### config.mk
export PLATFORM = sky130hd
export DESIGN_NAME = fetch_unit
export DESIGN_NICKNAME = d
export VERILOG_FILES = /design/src/rtl/riscv_pkg.sv /design/src/rtl/fetch_fifo.sv /design/src/rtl/fetch_unit.sv
export SDC_FILE = /design/constraint.sdc
export NUM_CORES = 1
export LEC_CHECK = 0
export CORE_ASPECT_RATIO = 0.7
export CORE_MARGIN = 2
export CORE_UTILIZATION = 34
export DETAILED_ROUTE_END_ITERATION = 10
export DONT_BUFFER_PORTS = 1
export GPL_ROUTABILITY_DRIVEN = 0
export PLACE_DENSITY_LB_ADDON = 0.05
export RECOVER_POWER = 25
export SLEW_MARGIN = 30
export SYNTH_ARGS = -nofsm -noshare
export SYNTH_HDL_FRONTEND = slang
export SYNTH_SLANG_ARGS = --single-unit
### constraint.sdc
create_clock -name clk -period 5.7 [get_ports clk]
set_input_delay 0.57 -clock clk [delete_from_list [all_inputs] [get_ports clk]]
set_output_delay 0.57 -clock clk [all_outputs]
set_load 0.01 [all_outputs]
### src/rtl/riscv_pkg.sv
// Shared RV32 constants for the fetch and decode stages.
package riscv_pkg;

    localparam int unsigned XLEN      = 32;
    localparam logic [31:0] RESET_PC  = 32'h0000_0000;
    localparam logic [31:0] NOP_INSTR = 32'h0000_0013;

    localparam logic [6:0] OPC_LUI    = 7'b0110111;
    localparam logic [6:0] OPC_AUIPC  = 7'b0010111;
    localparam logic [6:0] OPC_JAL    = 7'b1101111;
    localparam logic [6:0] OPC_JALR   = 7'b1100111;
    localparam logic [6:0] OPC_BRANCH = 7'b1100011;
    localparam logic [6:0] OPC_LOAD   = 7'b0000011;
    localparam logic [6:0] OPC_STORE  = 7'b0100011;
    localparam logic [6:0] OPC_OP_IMM = 7'b0010011;
    localparam logic [6:0] OPC_OP     = 7'b0110011;
    localparam logic [6:0] OPC_SYSTEM = 7'b1110011;

    // Width of an occupancy counter able to hold 0..depth.
    function automatic int unsigned cnt_width(input int unsigned depth);
        return $clog2(depth + 1);
    endfunction

endpackage

### src/rtl/fetch_fifo.sv
// Small synchronous FIFO with flush and occupancy count.
module fetch_fifo
    import riscv_pkg::*;
#(
    parameter int unsigned DEPTH = 2,
    parameter int unsigned WIDTH = 64,
    localparam int unsigned CW   = cnt_width(DEPTH)
) (
    input  logic             clk_i,
    input  logic             rst_i,
    input  logic             flush_i,
    input  logic             push_i,
    input  logic [WIDTH-1:0] wdata_i,
    input  logic             pop_i,
    output logic [WIDTH-1:0] rdata_o,
    output logic [CW-1:0]    count_o,
    output logic             empty_o,
    output logic             full_o
);

    localparam int unsigned AW = (DEPTH > 1) ? $clog2(DEPTH) : 1;

    logic [WIDTH-1:0] mem_q [DEPTH];
    logic [WIDTH-1:0] mem_d [DEPTH];
    logic [AW-1:0]    wptr_q, wptr_d;
    logic [AW-1:0]    rptr_q, rptr_d;
    logic [CW-1:0]    count_q, count_d;
    logic             do_push, do_pop;

    assign empty_o = (count_q == '0);
    assign full_o  = (count_q == CW'(DEPTH));
    assign count_o = count_q;
    assign rdata_o = mem_q[rptr_q];
    assign do_push = push_i && !full_o;
    assign do_pop  = pop_i && !empty_o;

    always_comb begin
        mem_d   = mem_q;
        wptr_d  = wptr_q;
        rptr_d  = rptr_q;
        count_d = count_q;
        if (flush_i) begin
            wptr_d  = '0;
            rptr_d  = '0;
            count_d = '0;
        end else begin
            if (do_push) begin
                mem_d[wptr_q] = wdata_i;
                wptr_d        = wptr_q + AW'(1);
            end
            if (do_pop) begin
                rptr_d = rptr_q + AW'(1);
            end
            count_d = count_q + CW'(do_push) - CW'(do_pop);
        end
    end

    always_ff @(posedge clk_i) begin
        if (rst_i) begin
            wptr_q  <= '0;
            rptr_q  <= '0;
            count_q <= '0;
            for (int i = 0; i < DEPTH; i++) begin
                mem_q[i] <= '0;
            end
        end else begin
            wptr_q  <= wptr_d;
            rptr_q  <= rptr_d;
            count_q <= count_d;
            mem_q   <= mem_d;
        end
    end

endmodule

### src/rtl/fetch_unit.sv
// Instruction-fetch front end: owns the PC, issues credit-limited word reads and
// buffers returned words with their PC toward decode over valid/ready.
module fetch_unit
    import riscv_pkg::*;
#(
    parameter int unsigned     XLEN      = riscv_pkg::XLEN,
    parameter logic [XLEN-1:0] RESET_PC  = XLEN'(riscv_pkg::RESET_PC),
    parameter int unsigned     BUF_DEPTH = 2
) (
    input  logic            clk,
    input  logic            rst,
    output logic            imem_req_valid,
    output logic [XLEN-1:0] imem_req_addr,
    input  logic            imem_req_ready,
    input  logic            imem_rsp_valid,
    input  logic [XLEN-1:0] imem_rsp_data,
    input  logic            redirect_valid,
    input  logic [XLEN-1:0] redirect_pc,
    output logic            id_valid,
    output logic [XLEN-1:0] id_instr,
    output logic [XLEN-1:0] id_pc,
    output logic [XLEN-1:0] id_pc_plus4,
    input  logic            id_ready
);

    localparam int unsigned CW      = cnt_width(BUF_DEPTH);
    localparam logic [CW:0] DEPTH_W = (CW + 1)'(BUF_DEPTH);

    logic [XLEN-1:0]   pc_q, pc_d;
    logic [CW-1:0]     drop_q, drop_d;
    logic [CW-1:0]     occ, inflight;
    logic              buf_empty, buf_full, pcq_empty, pcq_full;
    logic [2*XLEN-1:0] buf_head;
    logic [XLEN-1:0]   rsp_pc;
    logic              id_take, req_fire, rsp_ok, buf_push, buf_pop;
    logic [CW:0]       committed, credit_lim;

    assign id_valid = !rst && !buf_empty;
    assign id_take  = id_valid && id_ready;

    // A slot freed by this cycle's decode pop may be re-issued at once; this is
    // what sustains one instruction per cycle with only BUF_DEPTH credits.
    assign committed      = {1'b0, occ} + {1'b0, inflight};
    assign credit_lim     = DEPTH_W + {{CW{1'b0}}, id_take};
    assign imem_req_valid = !rst && !redirect_valid && (committed < credit_lim);
    assign imem_req_addr  = pc_q;

    assign req_fire = imem_req_valid && imem_req_ready;
    assign rsp_ok   = imem_rsp_valid && !pcq_empty;
    assign buf_push = rsp_ok && (drop_q == '0) && !redirect_valid;
    assign buf_pop  = id_take && !redirect_valid;

    assign id_instr    = id_valid ? buf_head[2*XLEN-1:XLEN] : '0;
    assign id_pc       = id_valid ? buf_head[XLEN-1:0] : '0;
    assign id_pc_plus4 = id_valid ? buf_head[XLEN-1:0] + XLEN'(4) : '0;

    always_comb begin
        pc_d   = pc_q;
        drop_d = drop_q;
        if (redirect_valid) begin
            pc_d   = redirect_pc & ~XLEN'(3);
            // Every response still outstanding after this cycle belongs to the old path.
            drop_d = inflight - CW'(rsp_ok);
        end else begin
            if (req_fire) begin
                pc_d = pc_q + XLEN'(4);
            end
            if (rsp_ok && (drop_q != '0)) begin
                drop_d = drop_q - CW'(1);
            end
        end
    end

    always_ff @(posedge clk) begin
        if (rst) begin
            pc_q   <= RESET_PC;
            drop_q <= '0;
        end else begin
            pc_q   <= pc_d;
            drop_q <= drop_d;
        end
    end

    fetch_fifo #(
        .DEPTH (BUF_DEPTH),
        .WIDTH (2 * XLEN)
    ) u_ibuf (
        .clk_i   (clk),
        .rst_i   (rst),
        .flush_i (redirect_valid),
        .push_i  (buf_push),
        .wdata_i ({imem_rsp_data, rsp_pc}),
        .pop_i   (buf_pop),
        .rdata_o (buf_head),
        .count_o (occ),
        .empty_o (buf_empty),
        .full_o  (buf_full)
    );

    // PCs of accepted requests, popped in order as responses return.
    fetch_fifo #(
        .DEPTH (BUF_DEPTH),
        .WIDTH (XLEN)
    ) u_pcq (
        .clk_i   (clk),
        .rst_i   (rst),
        .flush_i (1'b0),
        .push_i  (req_fire),
        .wdata_i (pc_q),
        .pop_i   (rsp_ok),
        .rdata_o (rsp_pc),
        .count_o (inflight),
        .empty_o (pcq_empty),
        .full_o  (pcq_full)
    );

    always_ff @(posedge clk) begin
        if (!rst) begin
            assert (!(imem_rsp_valid && buf_full));
            assert (!(imem_rsp_valid && pcq_empty));
            assert (!(req_fire && pcq_full));
        end
    end

endmodule
==> results of run 1 <==
[per-stage QoR]
| stage | area (um^2) | instances | utilization |
|---|---|---|---|
| 4_1_cts | 11890 | 1763 | 0.3783 |
| 5_1_grt | 11850 | 1763 | 0.3771 |
| 6_report | 11850 | 1763 | 0.3771 |
| 3_5_place_dp | 11100 | 1718 | 0.3532 |
| 2_1_floorplan | 10970 | 1397 | - |
| 3_3_place_gp | 11090 | 1718 | 0.3531 |
[final cells by class]
type	instances	area, um^2	share of cell area
multi-input combinational	1039	5867	0.4952
clock buffer	37	720.7	0.06084
inverter	23	86.33	0.007288
clock inverter	8	68.82	0.005809
tap	420	525.5	0.04436
sequential	224	4492	0.3792
timing repair buffer	12	86.33	0.007288
[worst paths after layout]
kind	endpoint
min reg2reg	u_pcq.mem_q[19]
max reg2reg	u_ibuf.mem_q[73]
min	drop_q[0]
max	u_ibuf.mem_q[73]
[flip-flops by register name (all words and copies together) (netlist names)]
name / cells
u_ibuf.mem_q: 124
u_pcq.mem_q: 60
imem_req_addr: 30
drop_q: 2
u_ibuf.count_o: 2
u_pcq.count_o: 2
u_ibuf.rptr_q: 1
u_ibuf.wptr_q: 1
u_pcq.rptr_q: 1
u_pcq.wptr_q: 1
[cells in the mapped netlist, types with 13 or more instances]
library cell / number / area [um^2]
a211oi_1: 63 / 473.0
a21oi_1: 149 / 745.7
buf_2: 34 / 170.2
buf_4: 13 / 97.59
clkbuf_1: 57 / 214.0
dfxtp_1: 224 / 4484
inv_1: 23 / 86.33
mux2i_1: 88 / 880.8
nand2_1: 316 / 1186
nand3_1: 25 / 125.1
nand4_1: 19 / 118.9
nor2_1: 150 / 563.0
nor3_1: 14 / 70.07
o21ai_0: 25 / 125.1
xnor2_1: 13 / 113.9
[report_power, final]
group,switching (mW),leakage [nW],internal [mW]
logic,0.220,1.27,0.169
clock network,0.672,0.394,0.918
registers,0.155,1.81,1.66
[per-layer routing]
metal  vias up  global-route usage  part of all wire  wire length, um
li1       4704                   -                 -                -
met1      4516              0.2964              0.49            16880
met2       232              0.3127              0.45            15530
met3        40             0.03937             0.053             1858
met4         0             0.03822             0.014              499
met5         -                   0                 0                0
[placed cells by master (no fill, tap or decap), types with 11 or more instances in the layout]
| master | n |
|---|---|
| nand2_1 | 316 |
| xnor2_1 | 13 |
| dfxtp_1 | 222 |
| nor3_1 | 14 |
| nand3_1 | 25 |
| a211oi_1 | 63 |
| inv_1 | 23 |
| buf_4 | 11 |
| xor2_1 | 12 |
| a31oi_1 | 12 |
| mux2i_1 | 88 |
| clkbuf_16 | 25 |
| o21ai_0 | 26 |
| nor2_1 | 150 |
| nand4_1 | 19 |
| a21oi_1 | 149 |
[critical path, stage by stage (launching register included)]
cell,delay [ns]
dfxtp_1,0.43
o21ai_0,0.21
a2111oi_0,1.35
nor2b_1,1.09
buf_4,0.81
nor2_1,0.11
a211oi_1,0.26
[cell families after synthesis]
group / Yosys count / share of synthesized area
and+or+nand+nor: 595 / 0.2399
AOI/OAI and AO/OA: 310 / 0.1766
DFF: 224 / 0.4095
buffers and inverters: 134 / 0.05575
muxes: 93 / 0.08580
xor gates and xnor gates: 25 / 0.01999
adders and majority gates: 10 / 0.01211
other: 1 / 0.0003424
==> impl_results.md, run 1 <==
- Outcome: finished, violations left
- Failing checks: max-capacitance violations, max-slew violations
- Reg clk slew, reported paths: 0.06 ns
- Post-synth ARST share: 0
- Area grow syn2layout: 8.169%
- Nets: 1405
- Slew of the pin with the lowest slew margin: 1.785 ns
- Peak VDD IR: 0.1574 mV
- Fraction of layout cells with a size suffix above 1: 0.05585
- Post-CTS resize count: 0
- Root Buffer: clkbuf_16
- Number of global-route vias before repair: 8901
- # rows: 54
- EDFF count, synth: 0
- Total power: 3.796 mW
- Initial cell density of the core: 0.3486
- Worst-path fanout max: 76
- Worst skew pair latency: 0.54 ns
- DR vias: 9492
- Worst slack, placed: 2.118 ns
- Clk_skew: 0.01212 ns
- Synth Cell Area: 10950 um^2
- Final ANT Viol Nets: 0
- LEAKAGE: 3.481 nW
- Gr usage total: 0.2037
- Fill cells: 3362
- Ports: 200
- Hold Crit Start: rst
- Final setup margin: 1.277 ns
- Setup Viol. Count Final: 0
- Die Ht: 154.2 um
- CTS tree: yes
- Worst rel slew slack: -0.1922
- Avg WL per Cell: 19.72 um
- Crit Path Class: reg2reg
- Start of the worst register-to-register path: u_pcq.count_o[1]
- HPWL after DPL: 23170 um
- Max Freq: 0.2261 GHz
- Syn_area_per_cell: 7.868 um^2
- Largest net degree at the start of global routing: 228
- Die area: 33690 um^2
- Final TNS setup: 0 ns
- Initial antenna violation count: 0
- Sequential-to-total area share from yosys stat: 0.4095
- Hold buffer count at cts: 0
- Yosys warning count: 0
- Post-Route WL: 34770 um
- RSZ-0062 raised after global routing: no
- Worst hold slack: 0.09935 ns
- Global route total overflow: 0
- Distinct cell type count after synthesis: 69
- Synth Instances: 1392
- MaxCap Viol Count: 3
- Reg2Reg Depth: 6
- Part of the cycle the worst path needs: 0.7760
- CTS Buf Count: 25
- Ys flop type: dfxtp_1
- Clock Sinks: 224
- Die span in x: 218.5 um
- Clock H-tree levels: 1
- DR vias/cell: 5.384
- Yosys reg bits: 224
- Crit end category: flip-flop
- Critical path launch point: u_pcq.count_o[1]
- Core ar.: 31420 um^2
- Worst min path class: in2reg
- N_diodes: 0
- Initial DRC count: 691
- CTS max path bufs: 3
- First-pass GRT wire length: 54230 um
- Tmin final: 4.423 ns
- Arr. time, crit path: 4.86 ns
- Hold Fails Final Rpt: 0
- Req. time, crit path: 6.14 ns
- P per Cell Area: 320.4 nW/um^2
- DRC: 0
- Max-slew violation count: 57
- # Post-CTS Setup Buffers: 0
- Drt first pass iters: 5
- Worst R2R Setup Slack: 1.28 ns
- Hold Path Depth: 1
- Number of port buffers: 0
- Crit start category: flip-flop
No activity file was read; power rests on OpenSTA's default activity.
==> run 2, diff against run 1 <==
- clock period: 5.7 -> 3.6 ns (I/O delays scaled with it)
==> run 2 against run 1 <==
The flow now finishes without violations. Via count grew 2.8%. Clock power grew 62%. Critical path type is now reg2out. Clock skew grew 0.014 ns. Largest power group unchanged. Sequential share of layout area shrank 2.7 points. Utilization grew 2.9 points.
==> impl_results.md, run 2 (same netlist as run 1, synthesis figures left out) <==
- Outcome: finished clean (was finished, violations left)
- DRC: 0 (unchanged)
- Avg WL per Cell: 19.16 um (was 19.72 um)
- CTS tree: yes (unchanged)
- Capture point of the worst path: id_pc_plus4[28] (was u_ibuf.mem_q[73])
- Max reg flops: 124 (unchanged)
- Worst rel slew slack: 0.1953 (was -0.1922)
- Slew of the pin with the lowest slew margin: 1.205 ns (was 1.785 ns)
- Hold Fails Final Rpt: 0 (unchanged)
- Biggest register: u_ibuf.mem_q (unchanged)
- Setup Viol. Count Final: 0 (unchanged)
- Crit Path Class: reg2out (was reg2reg)
- First-pass GRT wire length: 55860 um (was 54230 um)
- Commonest non-fill, non-tap cell in the layout: nand2_1 (unchanged)
- Die span in x: 218.5 um (unchanged)
- HPWL after DPL: 23270 um (was 23170 um)
- CP top delay family: simple AND/OR/NAND/NOR gates (was compound AO/OA/AOI/OAI gates)
- LEAKAGE: 3.940 nW (was 3.481 nW)
- Fin util: 0.4057 (was 0.3771)
- Number of port buffers: 0 (unchanged)
- Fraction of layout cells with a size suffix above 1: 0.06014 (was 0.05585)
- Worst min path class: in2reg (unchanged)
- # rows: 54 (unchanged)
- Core ar.: 31420 um^2 (unchanged)
- Clock Sinks: 224 (unchanged)
- Number of global-route vias before repair: 9269 (was 8901)
- Start of the worst register-to-register path: imem_req_addr[3] (was u_pcq.count_o[1])
- Crit-path cells: buf_12 -> nand4_1 -> a22oi_2 -> nand3_2 -> nor4b_2 -> mux2_1 (was o21ai_0 -> a2111oi_0 -> nor2b_1 -> buf_4 -> nor2_1 -> a211oi_1)
- Buf/Inv on CP: 1 (unchanged)
- Clock power frac: 0.415 (was 0.419)
- DR vias: 9754 (was 9492)
- Area grow syn2layout: 16.39% (was 8.169%)
- Clock H-tree levels: 1 (unchanged)
- DP Area: 11260 um^2 (was 11100 um^2)
- Slowest cell on crit path: dfxtp_4 (was a2111oi_0)
- MaxCap Viol Count: 0 (was 3)
- Gr usage total: 0.2084 (was 0.2037)
- Worst skew pair latency: 0.54 ns (about the same)
- Clk_skew: 0.02615 ns (was 0.01212 ns)
- DR vias/cell: 5.272 (was 5.384)
- Die Ht: 154.2 um (unchanged)
- Drt first pass iters: 6 (was 5)
- Part of the cycle the worst path needs: 0.9301
- Max Freq: 0.2987 GHz
- Final TNS setup: 0 ns (unchanged)
- Initial antenna violation count: 0 (unchanged)
- P_int: 4.486 mW (was 2.749 mW)
- Worst slack, placed: 0.7872 ns (was 2.118 ns)
- P per Cell Area: 487.5 nW/um^2 (was 320.4 nW/um^2)
- Post-layout instance area: 12750 um^2 (was 11850 um^2)
- Combinational Power Share: 0.124 (was 0.102)
- Fin cells: 1850 (was 1763)
- Dpl cells: 1733 (was 1718)
- Global route total overflow: 0 (unchanged)
- CTS Buf Count: 25 (unchanged)
- Post-CTS resize count: 0 (unchanged)
- Tmin final: 3.348 ns
- CTS max path bufs: 3 (unchanged)
- Crit start category: flip-flop (unchanged)
- Max-slew violation count: 0 (was 57)
- Psw: 1.729 mW (was 1.047 mW)
- Final ANT Viol Nets: 0 (unchanged)
- Slowest stage delay, CP: 0.50 ns (was 1.35 ns)
- Largest net degree at the start of global routing: 187 (was 228)
- Reg clk slew, reported paths: 0.07 ns (was 0.06 ns)
- Most frequent cells in the layout: nand2_1, dfxtp_1, nor2_1 (unchanged)
- Initial cell density of the core: 0.3486 (unchanged)
- Worst R2R Setup Slack: 0.37 ns (was 1.28 ns)
- RR Endpoint: imem_req_addr[30] (was u_ibuf.mem_q[73])
- Worst-path fanout max: 55 (was 76)
- Ports: 200 (unchanged)
- N_diodes: 0 (unchanged)
- Nets: 1492 (was 1405)
- Sequential power share: 0.461 (was 0.479)
- Arr. time, crit path: 2.99 ns (was 4.86 ns)
- Die area: 33690 um^2 (unchanged)
- Final setup margin: 0.2517 ns (was 1.277 ns)
- Crit end category: output port (was flip-flop)
- Critical path launch point: u_ibuf.rptr_q (was u_pcq.count_o[1])
- Peak VDD IR: 0.2546 mV (was 0.1574 mV)
- Req. time, crit path: 3.24 ns (was 6.14 ns)
- Levels on crit path: 6 (unchanged)
- Reg2Reg Depth: 7 (was 6)
- Root Buffer: clkbuf_16 (unchanged)
- Total power: 6.215 mW (was 3.796 mW)
- RSZ-0062 raised after global routing: no (unchanged)
- Switching Fraction: 0.2782 (was 0.2759)
- Post-Route WL: 35440 um (was 34770 um)
- Initial DRC count: 654 (was 691)
- Worst hold slack: 0.02784 ns (was 0.09935 ns)
-- run 2: final cells by class --
cell class / count / area (um^2)
Clock buffer: 37 / 710.7
Clock inverter: 8 / 101.3
Fill cell: 3285 / 18670
Inverter: 23 / 86.33
Multi-Input combinational cell: 1039 / 5884
Sequential cell: 224 / 4492
Tap cell: 420 / 525.5
Timing Repair Buffer: 99 / 947.2
-- run 2: per-layer routing --
layer / vias up / GRT usage / routed length [um]
li1: 4864 / - / -
met1: 4625 / 0.3055 / 17280
met2: 219 / 0.3175 / 15560
met3: 46 / 0.03996 / 2009
met4: 0 / 0.03887 / 594
met5: - / 0 / 0
-- run 2: power groups by stage --
stage	Combinational [mW]	Clock, mW	Sequential (mW)
after floorplan	0.634	0	2.78
after global placement	0.663	0	2.92
after detailed placement	0.662	0	2.92
after CTS	0.781	2.65	2.87
after global routing	0.869	2.76	2.89
final	0.773	2.58	2.86
-- run 2: worst min-delay path by stage --
stage                      start                end  slack (ns)  cells past startpoint
2_1_floorplan  u_ibuf.mem_q[100]  u_ibuf.mem_q[100]        0.44                      2
3_3_place_gp    u_ibuf.mem_q[58]   u_ibuf.mem_q[58]        0.44                      2
3_5_place_dp    u_ibuf.mem_q[57]   u_ibuf.mem_q[57]        0.44                      2
4_1_cts           redirect_valid  imem_req_addr[10]      0.0002                      2
5_1_grt           redirect_valid   imem_req_addr[5]        0.01                      2
6_report          redirect_valid  imem_req_addr[10]        0.03                      2
-- run 2: repair_timing --
action | 4_1_cts | 5_1_grt
buffers inserted | 0 | 0
endpoints found under the hold margin | 222 | 0
hold buffers | 72 | 0
==> RTL edit, RTL diff (config.mk and constraints of run 2) <==
`BUF_DEPTH`: 2 -> 4.
--- a/src/rtl/fetch_unit.sv
+++ b/src/rtl/fetch_unit.sv
@@ -7,3 +7,3 @@
     parameter logic [XLEN-1:0] RESET_PC  = XLEN'(riscv_pkg::RESET_PC),
-    parameter int unsigned     BUF_DEPTH = 2
+    parameter int unsigned     BUF_DEPTH = 4
 ) (
Formal check against the unedited RTL: not equivalent (Yosys sat finds a counterexample within 4 cycles, from zero or initial values and one cycle with rst high).
==> RTL edit against run 2 <==
Sequential cell count increased by 191; die area increased by 70%; count of clock-buffer cells in the layout increased by 34; register-to-register slack got worse by 200 ps; global-route usage increased by 1.0 points; cell area increased by 87%; total power increased by 78%; routed wire length increased by 78%; synthesized area increased by 71%; critical path type unchanged; synthesized cell count increased by 62%; highest routed layer unchanged; worst setup slack got worse by 110 ps.
==> RTL edit: results (changes against run 2) <==
Outcome
  • Outcome: completed

Routing
  • Met1 WL: 29570 um (+71%)
  • Routed length per instance: 19.50 um (+1.8%)
  • Drt pass-1 iters: 5 (-1)
  • Met2 WL: 28630 um (+84%)
  • DR vias: 16503 (+69%)
  • Number of DRC markers in iteration 0: 1212 (+85%)

Finish
  • Nets: 2550 (+71%)
  • Layout cell share with drive strength beyond 1: 0.1015 (+0.04134)
  • Top reg by flops: u_ibuf.mem_q
  • Non-filler cells in the finished layout: 3235 (+75%)
  • Max reg flops: 248 (+100%)
  • Multi-input logic area: 9639 um^2 (+64%)
  • Fillers: 5478 (+67%)

CTS
  • H-tree Lvls: 2 (+1)
  • CTS Buf Count: 46 (+84%)
  • Skew-Pair Late Insertion Delay: 580 ps (+40 ps)

Placed design
  • Final HPWL DP: 36330 um (+56%)
  • Placed instance count: 2871 (+66%)
  • Area after DPL: 19420 um^2 (+73%)
  • Input/output buffers: 0 (unchanged)
  • Dpl ws: 426.5 ps (-360.7 ps)

Critical path
  • CP arrival: 3100 ps (+110 ps)
  • CP max FO: 7 (-87%)
  • Reg2reg setup slack: 170 ps (-200 ps)

Power
  • Register share of total power: 0.437 (-0.024)
  • Sw frac: 0.2550 (-0.02326)
  • Pwr/cell area: 462.9 nW/um^2 (-5.1%)
  • VDD IR max: 0.0003310 V (+30%)
  • Combinational power share: 0.107 (-0.017)
  • Leakage: 8.550 nW (+120%)

Logic synthesis
  • Synth top area cells: dfxtp_1 (44%), nand2_1 (16%), a21oi_1 (10%)
  • Synth cell count leaders: nand2_1 (792), dfxtp_1 (415), a21oi_1 (389), clkbuf_1 (138), mux4_2 (80)
  • Synth unique cells: 58 (-16%)
  • Post-synthesis sequential area ratio: 0.4427 (+0.03324)
  • Syn Area/Cell: 8.322 um^2 (+5.8%)

STA
  • Headroom to the max-slew limit: 0.3815 (+0.1862)
  • Crit share post-route: 0.9608 (+0.03071)
  • Hold_ws: 79.74 ps (+51.90 ps)
  • Worst Skew: 14.81 ps (-11.34 ps)

Global routing
  • Gr usage total: 0.2188 (+0.01048)
  • Antenna violations before repair: 2 (+2)
  • Largest net degree at the start of global routing: 226 (+21%)
  • GR Layer Usage met1: 0.3056 (about the same)
  • M3 GR Usage: 0.03557 (-0.004392)
  • Met2 usage: 0.3463 (+0.02877)
  • Vias in the first global route: 16495 (+78%)
  • First-pass GRT wire length: 98150 um (+76%)
RTL edit: cell count changes in the layout (fill, tap and decap cells not counted), sizes merged, moves of 85 or more:
| cell | delta |
|---|---|
| dlygate4sd3 | +194 |
| dfxtp | +191 |
| mux4 | +92 |
| a21oi | +240 |
| mux2i | -85 |
| nand2 | +474 |
RTL edit: final cells by class:
type,count,share of cell area
sequential,415,0.3482
multi-input combinational,1638,0.4036
tap,740,0.03877
clock inverter,14,0.007387
antenna,2,0.0002096
timing repair buffer,330,0.1377
inverter,25,0.003929
clock buffer,71,0.06019
RTL edit: path summary, 6_finish.rpt:
path	start	to	cells past startpoint
max	u_ibuf.rptr_q[0]	id_pc_plus4[31]	9
min	redirect_valid	imem_req_addr[20]	3
max reg2reg	u_pcq.count_o[0]	u_pcq.mem_q[44]	10
min reg2reg	u_pcq.mem_q[115]	u_pcq.mem_q[115]	2
RTL edit: timing repair:
item                                    in CTS  in global routing
endpoints found under the setup margin      17                 26
resized for setup                            0                 22
setup buffers                                5                  6
hold endpoints to repair                   408                  0
hold buffers                               266                  0
pin swaps                                    1                  4
RTL edit: kinds of logic (layout without fill, tap and decap cells):
family          after synthesis  after routing  share of synthesized area
simple gates               1025           1025                     0.2305
compound gates              434            434                     0.1214
flops                       415            415                     0.4427
buf+inv                     207            440                    0.04774
mux                         100            100                     0.1173
xor+xnor                     49             49                    0.02287
fa+ha+maj                    24             24                    0.01720
other cells                   1              8                  0.0001998
RTL edit: worst max-delay path, cell delays in order (launching register included):
cell and delay (ps):
dfxtp_4 390, buf_12 160, buf_4 160, mux4_2 400, nand3_1 180, nor4_4 370
nand3_2 170, or3_1 390, a21oi_1 150, buf_4 140
